`src/rtl/dm_store_buf.sv`:
```
// dm_store_buf: two-entry store buffer between the CPU store port and data memory.
// Stores are lane-positioned on accept, drained in order, and snooped by pending loads.
// Optional misaligned-store rejection is enabled by defining DM_STORE_BUF_ALIGN_CHECK_EN.
module dm_store_buf (
    input  logic        clk,
    input  logic        reset,
    input  logic        st_valid,
    output logic        st_ready,
    input  logic [1:0]  st_sel,
    input  logic [31:0] st_addr,
    input  logic [31:0] st_data,
    input  logic [31:0] st_pc,
    output logic        mem_valid,
    input  logic        mem_ready,
    output logic [31:0] mem_addr,
    output logic [31:0] mem_wdata,
    output logic [3:0]  mem_byteen,
    output logic [31:0] mem_pc,
    input  logic [31:0] ld_addr,
    output logic        ld_hit
`ifdef DM_STORE_BUF_ALIGN_CHECK_EN
    ,
    output logic        align_err
`endif
);

    typedef enum logic [1:0] {StEmpty, StOne, StFull} state_e;

    typedef struct packed {
        logic [29:0] word;
        logic [31:0] wdata;
        logic [3:0]  byteen;
        logic [31:0] pc;
    } entry_t;

    state_e     state_q, state_d;
    logic       wr_ptr_q, wr_ptr_d;
    logic       rd_ptr_q, rd_ptr_d;
    entry_t     entry_q [2];
    entry_t     entry_d [2];
    entry_t     new_entry;
    logic       misaligned;
    logic       enq;
    logic       deq;
    logic [1:0] occupied;
    logic       unused_ld_lsb;

    // Load snooping only compares word addresses.
    assign unused_ld_lsb = ^ld_addr[1:0];

    assign st_ready  = (state_q != StFull);
    assign mem_valid = (state_q != StEmpty);

`ifdef DM_STORE_BUF_ALIGN_CHECK_EN
    logic align_err_q, align_err_d;

    assign misaligned = ((st_sel == 2'b00) && (st_addr[1:0] != 2'b00)) ||
                        ((st_sel == 2'b01) && st_addr[0]);
    assign align_err_d = st_valid && st_ready && misaligned;
    assign align_err   = align_err_q;

    // One-cycle error pulse for a rejected misaligned request.
    always_ff @(posedge clk or negedge reset) begin
        if (!reset) begin
            align_err_q <= 1'b0;
        end else begin
            align_err_q <= align_err_d;
        end
    end
`else
    assign misaligned = 1'b0;
`endif

    assign enq = st_valid && st_ready && (st_sel != 2'b11) && !misaligned;
    assign deq = mem_valid && mem_ready;

    // Translate the incoming store into a word address, lane data and byte enables.
    always_comb begin
        new_entry      = '0;
        new_entry.word = st_addr[31:2];
        new_entry.pc   = st_pc;
        case (st_sel)
            2'b00: begin
                new_entry.byteen = 4'b1111;
                new_entry.wdata  = st_data;
            end
            2'b01: begin
                new_entry.byteen = st_addr[1] ? 4'b1100 : 4'b0011;
                new_entry.wdata  = {2{st_data[15:0]}};
            end
            2'b10: begin
                new_entry.byteen = 4'b0001 << st_addr[1:0];
                new_entry.wdata  = {4{st_data[7:0]}};
            end
            default: begin
                new_entry.byteen = 4'b0000;
                new_entry.wdata  = '0;
            end
        endcase
    end

    // Next-state for occupancy, pointers and entry storage.
    always_comb begin
        state_d  = state_q;
        wr_ptr_d = wr_ptr_q;
        rd_ptr_d = rd_ptr_q;
        entry_d  = entry_q;
        if (enq) begin
            entry_d[wr_ptr_q] = new_entry;
            wr_ptr_d          = ~wr_ptr_q;
        end
        if (deq) begin
            rd_ptr_d = ~rd_ptr_q;
        end
        case (state_q)
            StEmpty: if (enq) state_d = StOne;
            StOne: begin
                if (enq && !deq) begin
                    state_d = StFull;
                end else if (!enq && deq) begin
                    state_d = StEmpty;
                end
            end
            StFull:  if (deq) state_d = StOne;
            default: state_d = StEmpty;
        endcase
    end

    // Buffer state; reset discards every entry.
    always_ff @(posedge clk or negedge reset) begin
        if (!reset) begin
            state_q    <= StEmpty;
            wr_ptr_q   <= 1'b0;
            rd_ptr_q   <= 1'b0;
            entry_q[0] <= '0;
            entry_q[1] <= '0;
        end else begin
            state_q    <= state_d;
            wr_ptr_q   <= wr_ptr_d;
            rd_ptr_q   <= rd_ptr_d;
            entry_q[0] <= entry_d[0];
            entry_q[1] <= entry_d[1];
        end
    end

    // Head entry drives the memory port and stays put until it is taken.
    always_comb begin
        mem_addr   = {entry_q[rd_ptr_q].word, 2'b00};
        mem_wdata  = entry_q[rd_ptr_q].wdata;
        mem_byteen = entry_q[rd_ptr_q].byteen;
        mem_pc     = entry_q[rd_ptr_q].pc;
    end

    // Load overlap against occupied entries only.
    always_comb begin
        occupied[0] = (state_q == StFull) || ((state_q == StOne) && !rd_ptr_q);
        occupied[1] = (state_q == StFull) || ((state_q == StOne) && rd_ptr_q);
        ld_hit      = (occupied[0] && (entry_q[0].word == ld_addr[31:2])) ||
                      (occupied[1] && (entry_q[1].word == ld_addr[31:2]));
    end

endmodule

```
`config.mk`:
```
export PLATFORM = sky130hd
export DESIGN_NAME = dm_store_buf
export DESIGN_NICKNAME = d
export VERILOG_FILES = /design/src/rtl/dm_store_buf.sv
export SDC_FILE = /design/constraint.sdc
export NUM_CORES = 1
export LEC_CHECK = 0
export BUFFER_PORTS_ARGS = -buffer_cell sky130_fd_sc_hd__buf_2
export CAP_MARGIN = 20
export CORE_MARGIN = 8
export CORE_UTILIZATION = 54
export CTS_CLUSTER_DIAMETER = 200
export DETAILED_ROUTE_END_ITERATION = 7
export GPL_TIMING_DRIVEN = 0
export PLACE_DENSITY = 0.8
export SYNTH_ARGS = -nofsm -noshare
export SYNTH_HDL_FRONTEND = slang
export SYNTH_SLANG_ARGS = --single-unit
```
`constraint.sdc`:
```
create_clock -name clk -period 1.9 [get_ports clk]
set_clock_uncertainty 0.15 [all_clocks]
set_input_delay 0.19 -clock clk [delete_from_list [all_inputs] [get_ports clk]]
set_output_delay 0.19 -clock clk [all_outputs]
set_load 0.1 [all_outputs]
```
# == After elaboration in Yosys (flattened, before gate mapping) ==
# Index checks and enable logic that the tools add are counted.
# totals
in_bits,134
word_cells,63
output_inout_bits,103
ff_bits,200
# op_classes
n_reduce_logical,20
bitwise,4
n_eq_ne,11
mux,13
n_lt_le_gt_ge,3
n_shift,1
# ops
operator,n
$mux W98,4
$bwmux W196,1
$pmux W36 S3,1
$demux W98 S1,1
$eq A30 B30 Y1,2
$logic_and A1 B1 Y1,10
$mux W2,4
$ne A2 B2 Y1 const B,4
$pmux W2 S3,1
$eq A2 B1 Y1 const B,2
$eq A2 B2 Y1 const B,2
$ge A2 B2 Y1 const B,2
$logic_not A2 Y1,2
$mux W4,1
$not A1 Y2,2
$shl A1 B2 Y4 const A,1
$logic_not A1 Y1,3
$logic_or A1 B1 Y1,3
$ne A3 B3 Y1 const B,1
$reduce_and A3 Y1,1
$lt A2 B1 Y1 const B,1
$not A1 Y1,2
$reduce_bool A2 Y1,1

# == Longest topological paths before layout ==
# depth
word_depth,8
ltp_mapped,10
ltp_nobuf,6

# == Worst setup path after synthesis ==
# Ideal clock, no wire load.
# synth_path
kind,reg2out
startpoint,register state_q[0]
endpoint,output port ld_hit
setup_slack_ps,-2515
path_stages_with_launch,5
arrival_ps,4075
required_ps,1560
path_buffers,0
path_cell_list,dfrtp_1 > nand2b_4 > o21ai_0 > nand4_1 > o41ai_1
# synth_between
elab_chain_cells,5
word_cells_on_any_way,9
classes_between,2 x eq/ne; 7 x reduce/logical
# synth_rtl
item,line,text
from (decl),36,"state_e state_q, state_d;"
from (signal assigned),132,state_q <= StEmpty;
from (signal assigned),138,state_q <= state_d;
$eq A2 B1 Y1,"156, 157",
$logic_and A1 B1 Y1 (on tied branches),"156, 157",
$logic_or A1 B1 Y1 (on tied branches),"156, 157",
$logic_and A1 B1 Y1 (on tied branches),"158, 159",
$logic_or A1 B1 Y1 *,158,ld_hit = (occupied[0] && (entry_q[0].word == ld_addr[31:2])) ||
to (decl),20,output logic ld_hit
# Mark *: on every way between the ends. The rest lies on a longest branch, timed or not.

# == Worst setup path in the final report ==
# layout_path
startpoint,register entry_q[190] (netlist bit)
endpoint,output port ld_hit
# layout_between
elab_chain_cells,3
# layout_rtl
item,line,text
from (decl),39,entry_t entry_q [2];
$eq A30 B30 Y1,158,
$logic_and A1 B1 Y1,158,
$logic_or A1 B1 Y1,158,
# No other way between the ends.

==> metrics.yaml <==
required_ns: 1.56
htree_num_levels: 4
yosysUniqueCellTypes: 33
cp_max_fo: 3
vias: 9149
slew_violations: 0
drc: 0
synthToLayoutAreaGrowth_pct: 51.0
maxCapViolations: 0
drt-initial-drc-count: 828
first_pass_iters: 5
status: "finished with violations"
mostFrequentLayoutCells: "nand2_1 (270), dfrtp_1 (199), buf_2 (147)"
grt.total_usage_pct: 30.5
gp_congestion: 0.849
seqCellArea_um2: 5010
ios: 237
wl_per_cell_um: 25.7
die_h_um: 152
multiInputGateArea_um2: 5010
place.detailed.hpwl_um: 20600
clk_latency_ns: 0.43
use_met2_pct: 52.2
violations: "negative setup slack"
fin_setup_tns_ns: -42.23
final_cells: 1543
clock-sinks: 200
fill_cells: 905
grt_max_degree: 123
finalCriticalPeriod_ns: 2.67
clkTransAtPathRegs_ns: 0.08
grt_overflow: 0
placed_cell_area_um2: 11600
finalCoreUtilization_pct: 82.0
use_met1_pct: 34.7
seq_area_frac_synth_pct: 49.8
synth_seq_cells: 200
async_flop_share_pct: 100
crit_type: "flip-flop to primary output"
finalCritPeriodShare_pct: 141
r2r_cells: 9
setup_viol: 97
synth-edff-count: 0
core-area_um2: 18500
worstMarginPinSlew_ns: 0.660
grt_pass1_wl_um: 55200
worstSetupStartpointType: "flip-flop"
die_x_um: 152
gr-max-usage-layer: "met2"
dp.cells: 1390
syn_inst: 923
whs_path_depth: 4
rows: 50
hold_viol: 0
cts_buffer_depth: 2
hp-class: "input pin to flip-flop"
use_met3_pct: 8.51
dieArea_um2: 23200
max_freq_mhz: 374
drive_gt1_share_pct: 41.6
cts_made_buffers: 17
avgSynthCellArea_um2: 10.9
critical_path_arrival_ns: 2.33
netlist_area_um2: 10100
final_common_cell: "nand2_1"
grt_pass1_vias: 9647
final_nets: 1429
antenna_found_initial: 2
yosysWarnings: 0
drt_wl_total_um: 39700
rsz0062_at_grt: "true"
viasPerCell: 5.93
worst_slack_ns: -0.771
endpoint_kind: "primary output"
io_buffers: 231
initial_core_util_pct: 54.3
cts_tree: "done"
fin_area_um2: 15200
ant_nets: 0
maxSlewHeadroom_pct: 56.0
yosys_most_used_dff: "dfrtp_1"
cts-root-buf: "clkbuf_16"
## critical path, stage by stage, from the launching register on
cell	delay, ns
dfrtp_1	0.45
xor2_2	0.22
nor4_4	0.34
nand4_1	0.20
o41ai_4	0.39
buf_6	0.28
## synth_stat cells, types with 2 or more instances
| master | n | area, um2 |
|---|---|---|
| a21oi_1 | 29 | 145 |
| buf_2 | 26 | 130 |
| buf_4 | 6 | 45.0 |
| buf_6 | 14 | 158 |
| clkbuf_1 | 9 | 33.8 |
| dfrtp_1 | 200 | 5000 |
| inv_1 | 3 | 11.3 |
| mux2_2 | 98 | 1100 |
| mux2_4 | 70 | 1050 |
| mux2i_1 | 16 | 160 |
| nand2_1 | 270 | 1010 |
| nand2b_1 | 2 | 12.5 |
| nand3b_1 | 2 | 15.0 |
| nand4_1 | 10 | 62.6 |
| nor2_1 | 19 | 71.3 |
| nor2b_1 | 9 | 56.3 |
| nor4_1 | 8 | 50.1 |
| o21ai_0 | 31 | 155 |
| o21ai_1 | 28 | 140 |
| xnor2_1 | 31 | 272 |
| xor2_1 | 30 | 263 |
## registers in the layout, summed over array words and instances, names as in the netlist
register,cells
entry_q,196
wr_ptr_q,1
state_q,2
rd_ptr_q,1
## path summary, 6_finish.rpt
kind | start | endpoint | slack, ns
worst min-delay path | st_data[14] | entry_q[50]$_DFFE_PN0P_ | 0.009
worst max register to register | state_q[0]$_DFFE_PN0P_ | entry_q[135]$_DFFE_PN0P_ | 0
max in group asynchronous | reset | entry_q[153]$_DFFE_PN0P_ | 0.40
worst min register to register | entry_q[157]$_DFFE_PN0P_ | entry_q[157]$_DFFE_PN0P_ | 0.32
worst max-delay path | entry_q[190]$_DFFE_PN0P_ | ld_hit | -0.77
min in group asynchronous | reset | entry_q[4]$_DFFE_PN0P_ | 0.14
## cell families after synthesis
family | synth area share (%)
flops | 49.8
mux | 23.0
compound gates | 4.78
other cells | 0.0373
simple gates | 13.2
fa+ha+maj | 0.124
buf+inv | 3.80
xor+xnor | 5.31
## final cells by class
cell class                      count  share of cell area (%)
Antenna cell                        2                  0.0330
Buffer                             52                    3.06
Clock buffer                       19                    2.98
Clock inverter                     13                   0.907
Inverter                            4                   0.115
Multi-Input combinational cell    665                    33.0
Sequential cell                   200                    33.0
Tap cell                          234                    1.93
Timing Repair Buffer              354                    25.0
## stage by stage
stage	setup WS, ns	hold WS (ns)
after detailed placement	-0.704	0.0676
final	-0.771	0.00864
after CTS	-0.606	0.00290
after floorplan	-0.527	-0.256
after global placement	-2.86	0.248
after global routing	-0.819	0.0364
## layer usage
metal	wire length, um	share of wire (%)
met5	0	0
met4	2620	6.6
met3	3760	9.5
met2	19300	49
met1	14000	35
## timing repair
action,CTS,global route
resized for setup,378,114
gates cloned,6,0
hold buffers,78,0
hold endpoints to repair,237,0
endpoints found under the setup margin,171,179
setup buffers,26,16
pin swaps,11,7
Power is left out: the tool's default activity adds up to more than one toggle a clock period on the data nets, which glitch-free logic cannot reach.
